--- config.mk ---
export PLATFORM = sky130hd
export DESIGN_NAME = memory_arbiter
export DESIGN_NICKNAME = d
export VERILOG_FILES = /design/src/rtl/memory_ctrl_pkg.sv /design/src/rtl/rr_arbiter2.sv /design/src/rtl/memory_arbiter.sv
export SDC_FILE = /design/constraint.sdc
export NUM_CORES = 1
export LEC_CHECK = 0
export ABC_AREA = 1
export CAP_MARGIN = 20
export CORE_UTILIZATION = 45
export DETAILED_ROUTE_END_ITERATION = 10
export GPL_TIMING_DRIVEN = 1
export PLACE_DENSITY = 0.85
export SLEW_MARGIN = 20
export SYNTH_ARGS = -nofsm -noshare
export SYNTH_HDL_FRONTEND = slang
export SYNTH_SLANG_ARGS = --single-unit
export TNS_END_PERCENT = 20
--- constraint.sdc ---
create_clock -name clk -period 3 [get_ports clk]
set_input_delay 0.6 -clock clk [delete_from_list [all_inputs] [get_ports clk]]
set_output_delay 0.6 -clock clk [all_outputs]
set_load 0.05 [all_outputs]
--- src/rtl/memory_ctrl_pkg.sv ---
// Shared constants and types for the two-requester memory arbiter.
// State encoding is fixed so waveforms decode the same across tools.
package memory_ctrl_pkg;

  localparam int DATA_W  = 8;
  localparam int ADDR_W  = 2;
  localparam int NUM_REQ = 2;

  typedef enum logic [1:0] {
    IDLE   = 2'd0,
    SETUP  = 2'd1,
    STROBE = 2'd2,
    HOLD   = 2'd3
  } state_t;

  typedef struct packed {
    logic              we;
    logic [ADDR_W-1:0] addr;
    logic [DATA_W-1:0] data;
  } op_t;

endpackage

--- src/rtl/rr_arbiter2.sv ---
// Two-way round-robin grant: pointer picks who wins a tie,
// a lone requester always wins.
module rr_arbiter2
  import memory_ctrl_pkg::*;
(
  input  logic [NUM_REQ-1:0] req,
  input  logic               pointer,
  output logic [NUM_REQ-1:0] gnt
);

  always_comb begin
    gnt = '0;
    if (pointer) begin
      if (req[1])      gnt = 2'b10;
      else if (req[0]) gnt = 2'b01;
    end else begin
      if (req[0])      gnt = 2'b01;
      else if (req[1]) gnt = 2'b10;
    end
  end

endmodule

--- src/rtl/memory_arbiter.sv ---
// Arbitrates two requesters onto one 4x8 memory port using a
// four-state SETUP/STROBE/HOLD access cycle.
module memory_arbiter
  import memory_ctrl_pkg::*;
(
  input  logic              clk,
  input  logic              rst_n,
  input  logic              req0,
  input  logic              req1,
  input  logic              we0,
  input  logic              we1,
  input  logic [ADDR_W-1:0] addr0,
  input  logic [ADDR_W-1:0] addr1,
  input  logic [DATA_W-1:0] wdata0,
  input  logic [DATA_W-1:0] wdata1,
  output logic              ack0,
  output logic              ack1,
  output logic [DATA_W-1:0] rdata,
  output logic              busy,
  output logic [DATA_W-1:0] mem_data,
  output logic [ADDR_W-1:0] mem_addr,
  output logic              mem_store,
  input  logic [DATA_W-1:0] mem_q
);

  state_t             r_state;
  state_t             w_state_nxt;
  op_t                r_op;
  op_t                w_sel_op;
  logic               r_ptr;
  logic               r_id;
  logic [DATA_W-1:0]  r_rdata;
  logic [NUM_REQ-1:0] w_req;
  logic [NUM_REQ-1:0] w_gnt;
  logic [NUM_REQ-1:0] w_ack;
  logic               w_store;
  logic               w_grant;

  assign w_req = {req1, req0};

  rr_arbiter2 u_rr (
    .req     (w_req),
    .pointer (r_ptr),
    .gnt     (w_gnt)
  );

  assign w_grant  = (r_state == IDLE) && (|w_gnt);
  assign w_sel_op = w_gnt[1] ? '{we1, addr1, wdata1}
                             : '{we0, addr0, wdata0};

  always_ff @(posedge clk or negedge rst_n) begin
    if (!rst_n) r_state <= IDLE;
    else        r_state <= w_state_nxt;
  end

  always_comb begin
    w_state_nxt = r_state;
    w_store     = 1'b0;
    w_ack       = '0;
    unique case (r_state)
      IDLE: begin
        if (|w_gnt) w_state_nxt = SETUP;
      end
      SETUP: begin
        w_state_nxt = STROBE;
      end
      STROBE: begin
        w_state_nxt = HOLD;
        w_store     = r_op.we;
      end
      HOLD: begin
        w_state_nxt = IDLE;
        w_ack       = r_id ? 2'b10 : 2'b01;
      end
      default: w_state_nxt = IDLE;
    endcase
  end

  // Op is captured only at grant; requester inputs are ignored after
  always_ff @(posedge clk or negedge rst_n) begin
    if (!rst_n) begin
      r_op    <= '0;
      r_id    <= 1'b0;
      r_ptr   <= 1'b0;
      r_rdata <= '0;
    end else begin
      if (w_grant) begin
        r_op <= w_sel_op;
        r_id <= w_gnt[1];
      end
      if (r_state == STROBE && !r_op.we) r_rdata <= mem_q;
      if (r_state == HOLD) r_ptr <= ~r_id;
    end
  end

  assign ack0      = w_ack[0];
  assign ack1      = w_ack[1];
  assign rdata     = r_rdata;
  assign busy      = (r_state != IDLE);
  assign mem_data  = r_op.data;
  assign mem_addr  = r_op.addr;
  assign mem_store = w_store;

endmodule

==> results.sh, run 1 <==
export IMPL_syn_inst=172
export IMPL_num_rows=18
export IMPL_die_y_um=55.4
export IMPL_synth_distinct_cells=16
export IMPL_critPathKind="flip-flop to output pin"
export IMPL_ys_ff_latch=23
export IMPL_finalHoldViolations=0
export IMPL_dp_hpwl_um=2370
export IMPL_diodes=0
export IMPL_crit_path_end_kind="output pin"
export IMPL_floorplan_initialDensity_pct=49.5
export IMPL_ys_warn_count=0
export IMPL_cts_buffers=3
export IMPL_p_sw_share_pct=52.8
export IMPL_first_global_vias=1190
export IMPL_drtPass1Iterations=4
export IMPL_viasPerCell=5.07
export IMPL_crit_slowest_cell="clkdlybuf4s50_1"
export IMPL_powerDensity_mw_per_mm2=1110
export IMPL_use_met2_pct=38.2
export IMPL_synth_nets=209
export IMPL_power_internal_w=0.000932
export IMPL_p_seq_share_pct=28.3
export IMPL_h_tree_depth=1
export IMPL_fmax_mhz=369
export IMPL_grt_pass1_wl_um=5040
export IMPL_synth_top_area_share_pct=44.9
export IMPL_ir_drop_v=0.000799
export IMPL_start_kind="flip-flop"
export IMPL_slew_headroom_pct=63.0
export IMPL_arrival_ps=2110
export IMPL_leakagePower_nw=0.934
export IMPL_rsz0062_at_grt="no"
export IMPL_gr_total_overflow=0
export IMPL_max_stage_delay_ps=790
export IMPL_fin_nets=252
export IMPL_clk_pin_slew_worst_paths_ps=130
export IMPL_clock_sinks=23
export IMPL_timing_final_crit_share_pct=90.4
export IMPL_netSwitchingPower_w=0.00104
export IMPL_required_ps=2400
export IMPL_avgSynthCellArea_um2=7.46
export IMPL_hold_class="input pin to asynchronous set/reset pin"
export IMPL_avgRoutedWirePerCell_um=12.3
export IMPL_status="completed"
export IMPL_synth_top_area_cell="dfrtp_1"
export IMPL_clock_root_buffer="clkbuf_4"
export IMPL_cp_common_cell="inv_1"
export IMPL_pwr_share_comb_pct=64.6
export IMPL_first_iter_violations=32
export IMPL_tightest_slew_ps=554
export IMPL_post_cts_setup_buffers=0
export IMPL_crit_fanout=11
export IMPL_num_vias=1236
export IMPL_post_route_drc_count=0
export IMPL_area_growth_pct=38.4
export IMPL_cts_tree="yes"
export IMPL_clock_latency_ps=310
export IMPL_ctsHoldBuffers=0
export IMPL_dieWidth_um=55.4
export IMPL_holdWs_ps=242
export IMPL_cts_path_max_buffers=2
export IMPL_post_cts_resized=0
export IMPL_layout_drive_gt1_share_pct=3.74
export IMPL_io_buffers=55
export IMPL_core_mm2=0.00259
export IMPL_fin_crit_ps=2710
export IMPL_ys_seq_area_share_pct=44.9
export IMPL_synthesis_area_mm2=0.00128
export IMPL_grt_max_degree=24
export IMPL_busiest_layer="met2"
export IMPL_crit_chain="inv_1, ha_1, nand2_1, inv_1, clkdlybuf4s50_1"
export IMPL_gp_congestion=0.817
export IMPL_grt_usage_pct=20.6
export IMPL_p_clk_share_pct=7.1
export IMPL_grt_antenna_before_repair=0
export IMPL_fin_tns_setup_ps=0
export IMPL_ios=56
export IMPL_cap_violations=0
export IMPL_drv_slew=0
export IMPL_ant_nets=0
export IMPL_synth_area_leaders="dfrtp_1 45%, nand3_1 16%, nand2_1 14%"
export IMPL_setup_viol=0
export IMPL_use_met3_pct=2.81
export IMPL_skew_ps=4.23
export IMPL_cp_top_family="buffers and inverters"
export IMPL_critPathBufInv=3
export IMPL_use_met1_pct=23.9
export IMPL_die_area_mm2=0.00307
export IMPL_drt_wl_total_um=3000
-- worst paths after layout --
check	from	to	slack [ps]	depth (start not counted)
worst max-delay path	r_state[0]	mem_store	290	5
worst min-delay path	rst_n	mem_data[1]	240	1
worst max register to register	r_state[0]	mem_addr[1]	1450	7
worst min register to register	rdata[2]	rdata[2]	490	2
max in group asynchronous	rst_n	r_state[1]	2420	1
min in group clk	rdata[2]	rdata[2]	490	2
-- cell usage after synthesis, drive strengths merged --
cell,count
a21oi,1
buf,16
clkbuf,1
clkinv,1
dfrtp,23
ha,3
inv,31
nand2,48
nand3,42
nor2,3
o21ai,3
-- stage by stage --
step	instance area, µm²	worst slack [ps]	instances	total power (W)	utilization (%)
2_1_floorplan	1280	1150	172	0.00153	-
3_3_place_gp	1750	694	240	0.00180	67.7
3_5_place_dp	1750	629	240	0.00185	67.7
4_1_cts	1780	268	244	0.00199	68.7
5_1_grt	1780	165	244	0.00210	68.6
6_report	1780	288	244	0.00197	68.6
-- registers in the layout, indices dropped and copies added (netlist names) --
name and flops:
rdata 8, mem_data 8, r_ptr 1, mem_addr 2
r_state 2, r_op 1, r_id 1
-- cells in the final DEF, fill, tap and decap left out, types with 3 or more instances in the layout --
cell type	instances
o21ai_0	3
nand2_1	48
clkdlybuf4s50_1	54
clkbuf_4	3
dfrtp_1	23
ha_1	3
inv_1	30
nand3_1	42
-- power groups by stage --
stage / combinational [W] / sequential, W / clock (W)
after floorplan: 0.000804 / 0.000728 / 0
after global placement: 0.00125 / 0.000555 / 0
after detailed placement: 0.00128 / 0.000567 / 0
after CTS: 0.00129 / 0.000559 / 0.000146
after global routing: 0.00136 / 0.000577 / 0.000162
final: 0.00128 / 0.000558 / 0.000141
-- final cells by class --
class | instances | area [µm²]
clock buffer | 3 | 22.5
clock inverter | 1 | 5.00
fill | 215 | 815
inverter | 32 | 120
multi-input combinational | 100 | 469
sequential | 23 | 576
tap | 30 | 37.5
timing repair buffer | 55 | 546
-- metal layers --
| metal | routed length [µm] | vias to the layer above |
|---|---|---|
| met2 | 1580 | 53 |
| met5 | 0 | - |
| met4 | 38 | 0 |
| met3 | 161 | 4 |
| li1 | - | 602 |
| met1 | 1220 | 577 |
-- logic make-up after synthesis --
kind of cell             after synthesis  share of synthesized area (%)
flip-flops                            23                           44.9
buffers and inverters                 49                           18.5
AO/OA/AOI/OAI                          4                           1.56
AND/OR/NAND/NOR                       93                           32.1
adder cells (fa/ha/maj)                3                           2.93
(Power assumes the default switching activity.)
==> inputs of run 2 (changes only) <==
--- a/config.mk
+++ b/config.mk
@@ -5,12 +5,11 @@
 export SDC_FILE = /design/constraint.sdc
 export NUM_CORES = 1
 export LEC_CHECK = 0
-export ABC_AREA = 1
 export CAP_MARGIN = 20
-export CORE_UTILIZATION = 45
+export CORE_UTILIZATION = 40
 export DETAILED_ROUTE_END_ITERATION = 10
 export GPL_TIMING_DRIVEN = 1
-export PLACE_DENSITY = 0.85
+export PLACE_DENSITY = 0.79
 export SLEW_MARGIN = 20
 export SYNTH_ARGS = -nofsm -noshare
 export SYNTH_HDL_FRONTEND = slang
==> constraint.sdc (replaced) <==
create_clock -name clk -period 2.5 [get_ports clk]
set_input_delay 0.5 -clock clk [delete_from_list [all_inputs] [get_ports clk]]
set_output_delay 0.5 -clock clk [all_outputs]
set_load 0.05 [all_outputs]
==> results.sh, run 2 <==
export IMPL_first_iter_violations=39
export IMPL_first_global_vias=959
export IMPL_post_route_util_pct=60.7
export IMPL_dpl_cell_count=185
export IMPL_hold_class="input pin to asynchronous set/reset pin"
export IMPL_use_met3_pct=1.86
export IMPL_fin_nets=196
export IMPL_timing_final_crit_share_pct=95.9
export IMPL_yosys_top_cells_count="23 x dfrtp_1, 13 x nor2_1, 12 x a31oi_1"
export IMPL_floorplan_initialDensity_pct=42.0
export IMPL_ir_drop_v=0.000786
export IMPL_synth_distinct_cells=20
export IMPL_powerDensity_mw_per_mm2=1390
export IMPL_use_met1_pct=20.7
export IMPL_dp_worst_setup_slack_ps=414
export IMPL_grt_antenna_before_repair=0
export IMPL_num_vias=995
export IMPL_synth_edf_count=0
export IMPL_post_cts_resized=0
export IMPL_cap_violations=0
export IMPL_ys_ff_latch=23
export IMPL_diodes=0
export IMPL_cts_tree="yes"
export IMPL_tightest_slew_ps=648
export IMPL_status="completed"
export IMPL_synthesis_area_mm2=0.00116
export IMPL_mostFrequentLayoutCells="54 x clkdlybuf4s50_1, 23 x dfrtp_1, 13 x nor2_1"
export IMPL_finalPower_w=0.00233
export IMPL_io_buffers=55
export IMPL_rsz0062_at_grt="no"
export IMPL_ant_nets=0
export IMPL_synth_flop_cell="dfrtp_1"
export IMPL_synth_top_area_cell="dfrtp_1"
export IMPL_netSwitchingPower_w=0.00115
export IMPL_clock_latency_ps=310
export IMPL_avgRoutedWirePerCell_um=13.4
export IMPL_die_y_um=55.8
export IMPL_fin_tns_setup_ps=0
export IMPL_post_route_drc_count=0
export IMPL_required_ps=2000
export IMPL_fin_ws_ps=102
export IMPL_drt_wl_total_um=2530
export IMPL_skew_ps=1.25
export IMPL_busiest_layer="met2"
export IMPL_cts_buffers=3
export IMPL_area_growth_pct=44.5
export IMPL_leakagePower_nw=0.693
export IMPL_fmax_mhz=417
export IMPL_n_fill_cell=264
export IMPL_grt_usage_pct=17.1
export IMPL_use_met2_pct=30.5
export IMPL_register_area_um2=576
export IMPL_async_flop_share_pct=100
export IMPL_avgSynthCellArea_um2=10.2
export IMPL_grt_pass1_wl_um=4210
export IMPL_critPathKind="flip-flop to output pin"
export IMPL_clock_sinks=23
export IMPL_clock_root_buffer="clkbuf_4"
export IMPL_p_clk_share_pct=7.4
export IMPL_arrival_ps=1900
export IMPL_layout_drive_gt1_share_pct=11.4
export IMPL_slew_headroom_pct=56.7
export IMPL_synth_nets=151
export IMPL_post_synth_top_count_cell="dfrtp_1"
export IMPL_ios=56
export IMPL_dieWidth_um=55.8
export IMPL_p_sw_share_pct=49.5
export IMPL_num_rows=19
export IMPL_fin_crit_ps=2400
export IMPL_start_kind="flip-flop"
export IMPL_synth_area_leaders="dfrtp_1 50%, mux2_2 9.7%, buf_4 7.1%"
export IMPL_gp_congestion=0.763
export IMPL_core_mm2=0.00276
export IMPL_die_area_mm2=0.00311
export IMPL_multi_input_area_um2=444
export IMPL_gr_total_overflow=0
export IMPL_h_tree_depth=1
export IMPL_instances_no_fill=189
export IMPL_drv_slew=0
export IMPL_final_common_cell="clkdlybuf4s50_1"
export IMPL_crit_fanout=5
export IMPL_syn_inst=114
export IMPL_grt_max_degree=24
export IMPL_cts_path_max_buffers=2
export IMPL_p_seq_share_pct=28.5
export IMPL_finalHoldViolations=0
export IMPL_post_cts_setup_buffers=0
export IMPL_synth_top_area_share_pct=49.7
export IMPL_drtPass1Iterations=4
export IMPL_ctsHoldBuffers=0
export IMPL_clk_pin_slew_worst_paths_ps=130
export IMPL_crit_path_end_kind="output pin"
export IMPL_pwr_share_comb_pct=64.1
export IMPL_dp_hpwl_um=1920
export IMPL_ys_warn_count=0
export IMPL_setup_viol=0
export IMPL_viasPerCell=5.26
export IMPL_ys_seq_area_share_pct=49.7
export IMPL_power_internal_w=0.00118
[run 2: power groups by stage]
| stage | Clock (W) | Sequential (W) | Combinational, W |
|---|---|---|---|
| 2_1_floorplan | 0 | 0.000891 | 0.000939 |
| 3_3_place_gp | 0 | 0.000663 | 0.00148 |
| 3_5_place_dp | 0 | 0.000676 | 0.00151 |
| 4_1_cts | 0.000180 | 0.000667 | 0.00151 |
| 5_1_grt | 0.000198 | 0.000693 | 0.00158 |
| 6_report | 0.000173 | 0.000663 | 0.00150 |
[run 2: layer usage]
metal  routed length [µm]  share of wire, %  vias up
li1                     -                 -      472
met1                 1050                42      482
met2                 1330                52       39
met3                  134               5.3        2
met4                   18              0.71        0
met5                    0                 0        -
[run 2: final timing paths]
kind / from / to / slack, ps / cells past startpoint
setup / recovery: r_state[0] / busy / 100 / 4
hold / removal: rst_n / mem_addr[1] / 520 / 2
setup reg to reg: r_state[0] / rdata[7] / 750 / 4
hold reg to reg: rdata[5] / rdata[5] / 520 / 1
max in group asynchronous: rst_n / mem_data[6] / 1760 / 2
min in group clk: rdata[5] / rdata[5] / 520 / 1
[run 2: area by class of cell]
class / instances / share of cell area (%)
sequential: 23 / 34.4
inverter: 5 / 1.12
clock inverter: 1 / 0.299
timing repair buffer: 57 / 34.0
multi-input combinational: 69 / 26.6
clock buffer: 3 / 1.35
tap: 31 / 2.32
[run 2: logic make-up after synthesis]
logic type | share of synthesized area, %
and+or+nand+nor | 12.6
AOI/OAI and AO/OA | 12.8
DFF | 49.7
buffers and inverters | 11.9
muxes | 9.73
adders and majority gates | 3.24
[run 2: worst max-delay path: stages, from the launching register on]
cell	delay (ps)
dfrtp_1	370
inv_1	70
ha_1	250
inv_1	90
clkdlybuf4s50_1	800
[run 2: per-stage QoR]
stage	cell area, µm²	hold slack (ps)
3_5_place_dp	1640	499
5_1_grt	1670	546
6_report	1670	519
3_3_place_gp	1640	489
4_1_cts	1670	525
2_1_floorplan	1160	204
==> inputs of run 3 (changes only) <==
--- a/config.mk
+++ b/config.mk
@@ -6,10 +6,12 @@
 export NUM_CORES = 1
 export LEC_CHECK = 0
 export CAP_MARGIN = 20
-export CORE_UTILIZATION = 40
+export CORE_UTILIZATION = 36
 export DETAILED_ROUTE_END_ITERATION = 10
 export GPL_TIMING_DRIVEN = 1
-export PLACE_DENSITY = 0.79
+export PLACE_DENSITY = 0.75
+export REMOVE_ABC_BUFFERS = 1
+export SETUP_SLACK_MARGIN = 0.3
 export SLEW_MARGIN = 20
 export SYNTH_ARGS = -nofsm -noshare
 export SYNTH_HDL_FRONTEND = slang
==> constraint.sdc (replaced) <==
create_clock -name clk -period 2.19 [get_ports clk]
set_input_delay 0.438 -clock clk [delete_from_list [all_inputs] [get_ports clk]]
set_output_delay 0.438 -clock clk [all_outputs]
set_load 0.05 [all_outputs]
==> results.sh, run 3 (same netlist as run 2, synthesis figures left out) <==
export IMPL_status="completed"
export IMPL_cts_buffers=3
export IMPL_start_kind="flip-flop"
export IMPL_dr_wl_met2_um=1350
export IMPL_num_rows=20
export IMPL_reg2regPathDepth=5
export IMPL_max_stage_delay_ps=810
export IMPL_crit_chain="clkdlybuf4s50_1"
export IMPL_cp_depth=1
export IMPL_cts_path_max_buffers=2
export IMPL_dieWidth_um=58.7
export IMPL_arrival_ps=1490
export IMPL_layout_drive_gt1_share_pct=14.5
export IMPL_instances_no_fill=203
export IMPL_p_seq_share_pct=28.8
export IMPL_grt_antenna_before_repair=0
export IMPL_skew_ps=2.38
export IMPL_die_area_mm2=0.00345
export IMPL_crit_start="mem_data[7]"
export IMPL_h_tree_depth=1
export IMPL_cap_violations=0
export IMPL_area_growth_pct=45.8
export IMPL_n_fill_cell=286
export IMPL_ir_drop_v=0.000463
export IMPL_rsz0062_at_grt="yes"
export IMPL_rr_startpoint="r_state[0]"
export IMPL_leakagePower_nw=0.716
export IMPL_avgRoutedWirePerCell_um=13.4
export IMPL_p_clk_share_pct=7.4
export IMPL_p_sw_share_pct=50.0
export IMPL_grt_usage_pct=16.7
export IMPL_grt_pass1_wl_um=4290
export IMPL_drv_slew=0
export IMPL_timing_final_crit_share_pct=88.2
export IMPL_netSwitchingPower_w=0.00132
export IMPL_slew_headroom_pct=65.9
export IMPL_pwr_share_comb_pct=63.8
export IMPL_clk_pin_slew_worst_paths_ps=120
export IMPL_core_mm2=0.00305
export IMPL_diodes=0
export IMPL_drt_wl_total_um=2710
export IMPL_fmax_mhz=518
export IMPL_crit_path_end_kind="output pin"
export IMPL_ios=56
export IMPL_grt_max_degree=24
export IMPL_clock_root_buffer="clkbuf_4"
export IMPL_floorplan_initialDensity_pct=37.9
export IMPL_die_y_um=58.7
export IMPL_critPathKind="flip-flop to output pin"
export IMPL_power_internal_w=0.00132
export IMPL_hold_class="input pin to asynchronous set/reset pin"
export IMPL_dpl_cell_count=199
export IMPL_ant_nets=0
export IMPL_io_buffers=55
export IMPL_critPathBufInv=1
export IMPL_mostFrequentLayoutCells="45 x clkdlybuf4s50_1, 23 x dfrtp_1, 13 x nor2_1"
export IMPL_drt_met1_wl_um=1080
export IMPL_first_iter_violations=26
export IMPL_top_layer_used="met4"
export IMPL_drtPass1Iterations=4
export IMPL_cp_endpoint="mem_data[7]"
export IMPL_fin_tns_setup_ps=0
export IMPL_fin_nets=197
export IMPL_gp_congestion=0.765
export IMPL_post_route_drc_count=0
export IMPL_crit_fanout=2
export IMPL_first_global_vias=941
export IMPL_required_ps=1750
export IMPL_ctsHoldBuffers=0
export IMPL_viasPerCell=4.89
export IMPL_cts_tree="yes"
export IMPL_clock_sinks=23
export IMPL_route_met3_wl_um=251
export IMPL_crit_slowest_cell="clkdlybuf4s50_1"
export IMPL_fin_crit_ps=1930
export IMPL_gr_total_overflow=0
export IMPL_powerDensity_mw_per_mm2=1570
export IMPL_clock_latency_ps=310
export IMPL_post_cts_resized=3
export IMPL_tightest_slew_ps=510
export IMPL_finalHoldViolations=0
export IMPL_r2r_slack_ps=720
export IMPL_setup_viol=0
export IMPL_post_cts_setup_buffers=0
export IMPL_final_common_cell="clkdlybuf4s50_1"
export IMPL_reg2reg_to="rdata[6]"
export IMPL_cp_top_family="buffers and inverters"
export IMPL_dp_hpwl_um=2110
export IMPL_num_vias=993
export IMPL_finalPower_w=0.00264
-- run 3: cell count changes in the layout (fill, tap and decap cells not counted) --
cell,change
clkdlybuf4s50_1,-9
buf_4,+5
dlymetal6s2s_1,+2
dlygate4sd2_1,+3
-- run 3: layout make-up --
cell class                 instances  area (µm²)  share of cell area [%]
tap                               44        55.1                    3.26
clock buffer                       3        22.5                    1.33
inverter                           5        18.8                    1.11
clock inverter                     1        5.00                   0.297
multi-input combinational         69         444                    26.3
sequential                        23         576                    34.1
timing repair buffer              58         567                    33.6
-- run 3: worst min-delay path by stage --
stage	to	slack (ps)	cells past startpoint
after floorplan	mem_addr[0]	140	0
after global placement	rdata[2]	490	1
after detailed placement	rdata[0]	500	1
after CTS	rdata[4]	470	2
after global routing	rdata[4]	470	2
final	rdata[4]	450	2
-- run 3: per-layer routing --
| metal | vias to the layer above | global-route usage [%] |
|---|---|---|
| li1 | 477 | - |
| met1 | 467 | 19.2 |
| met2 | 44 | 30.0 |
| met3 | 5 | 4.84 |
| met4 | 0 | 5.10 |
| met5 | - | 0 |
-- run 3: power groups by stage --
| stage | clock network (W) | registers, W | logic (W) |
|---|---|---|---|
| 5_1_grt | 0.000224 | 0.000786 | 0.00179 |
| 3_5_place_dp | 0 | 0.000777 | 0.00172 |
| 6_report | 0.000194 | 0.000762 | 0.00169 |
| 3_3_place_gp | 0 | 0.000764 | 0.00169 |
| 2_1_floorplan | 0 | 0.00135 | 0.000557 |
| 4_1_cts | 0.000200 | 0.000766 | 0.00170 |
-- run 3: per-stage QoR --
step                      setup WS [ps]  area (µm²)  hold WS, ps  utilization, %
final                               258        1690          452            55.3
after global routing                210        1690          468            55.3
after CTS                           248        1680          466            55.0
after detailed placement            392        1660          495            54.3
after global placement              451        1660          488            54.3
after floorplan                     493        1040          142               -
==> RTL edit: new RTL, flow settings as in run 3 <==
The package constant `ADDR_W` goes from 2 to 3.
--- a/src/rtl/memory_ctrl_pkg.sv
+++ b/src/rtl/memory_ctrl_pkg.sv
@@ -3,7 +3,7 @@
 package memory_ctrl_pkg;
 
   localparam int DATA_W  = 8;
-  localparam int ADDR_W  = 2;
+  localparam int ADDR_W  = 3;
   localparam int NUM_REQ = 2;
 
   typedef enum logic [1:0] {
Ports: changed (resized addr0, addr1 and mem_addr); port bits go from 56 to 59. The function was not compared with the original's and may differ.
==> RTL edit against run 3 <==
Wire length grew 6.0%; sequential cell count grew 1; die area is 5.5% higher; power up 10%; largest power group unchanged; critical endpoint is now mem_data[1]; first-iteration DRC count up 19%; final area rose by 6.7%; setup slack worse by 0.0046 ns; area after synthesis up 5.7%.
==> RTL edit: results (changes against run 3) <==
preCtsSetupSlack_ns: 0.3684  # was 0.3923 ns
grt_use_met2: 0.2763  # was 0.3005
final-clk-cell-share: 0.02917  # was 0.01631
status: "completed"  # unchanged
numPlacedInstances: 207  # was 199
row_count: 20  # unchanged
synthCells: 120  # was 114
synthXorXnorAreaFrac: 0  # unchanged
multi_input_area_share: 0.2653  # was 0.2632
synthTopCellsByCount: "24 x dfrtp_1, 14 x nor2_1, 13 x a31oi_1, 12 x buf_4, 12 x nand3_1"  # was 23 x dfrtp_1, 13 x nor2_1, 12 x a31oi_1, 11 x buf_4, 11 x nand3_1
slew_headroom: 0.6564  # was 0.6594
nonClkBufAreaFrac: 0.3312  # was 0.3358
synth_compound_area_frac: 0.1411  # was 0.1276
nNonClkBuffers: 61  # was 58
grt_usage: 0.1610  # was 0.1672
crit_start: "mem_data[1]$_DFFE_PN0P_"  # was mem_data[7]$_DFFE_PN0P_
placed_cell_area_um2: 1745  # was 1657 µm²
peakVddDrop_mv: 0.4743  # was 0.4627 mV
root_buffer: "clkbuf_4"  # unchanged
multi_input_comb_cells: 73  # was 69
crit_family: "buffers and inverters"  # unchanged
holdWs_ns: 0.4586  # was 0.4524 ns
gr-usage-met3: 0.03680  # was 0.04835
timing.fmax_mhz: 516.4  # was 517.7 MHz
synth_seq_cells: 24  # was 23
met1_usage: 0.1957  # was 0.1919
seq-cell-share: 0.3333  # was 0.3410
wl_per_cell_um: 13.63  # was 13.36 µm
grt_max_degree: 26  # was 24
synth_area_leaders: "dfrtp_1 49%, mux2_2 8.3%, buf_4 7.4%"  # was dfrtp_1 50%, mux2_2 9.7%, buf_4 7.1%
grt_pass1_vias: 1006  # was 941
fillers: 278  # was 286
place.gp.congestion: 0.7153  # was 0.7647
drive_gt1_frac: 0.1377  # was 0.1447
yosys.cell_types.count: 21  # was 20
synth_adder_area_share: 0.03067  # was 0.03243
dp_hpwl_um: 2200  # was 2113 µm
inverters: 5  # unchanged
muxShareOfSynthArea: 0.09202  # was 0.09730
firstDrtPassIters: 5  # was 4
fin_skew_ns: 0.0008202  # was 0.002382 ns
grt_pass1_wl_um: 4347  # was 4291 µm
routed_via_density: 4.967  # was 4.892
routed_wl_um: 2876  # was 2713 µm
RTL edit: report_power, final:
group / switching (mW) / internal [mW]
clock network: 0.136 / 0.185
logic: 1.15 / 0.647
registers: 0.123 / 0.671
RTL edit: worst paths after layout:
path                                        endpoint
worst max-delay path                     mem_data[1]
max in group asynchronous           r_id$_DFFE_PN0P_
min in group clk                rdata[1]$_DFFE_PN0P_
worst min-delay path            rdata[0]$_DFFE_PN0P_
worst max register to register  rdata[2]$_DFFE_PN0P_
worst min register to register  rdata[1]$_DFFE_PN0P_
RTL edit: what timing repair did:
action                                  4_1_cts  5_1_grt
endpoints found under the setup margin       19       18
gates resized for setup                       3        3
hold buffers                                  0        0
RTL edit: layer usage:
metal | vias to the layer above | share of wire
met5 | - | 0
met1 | 488 | 0.41
li1 | 498 | -
met4 | 0 | 0.013
met3 | 5 | 0.098
met2 | 57 | 0.48
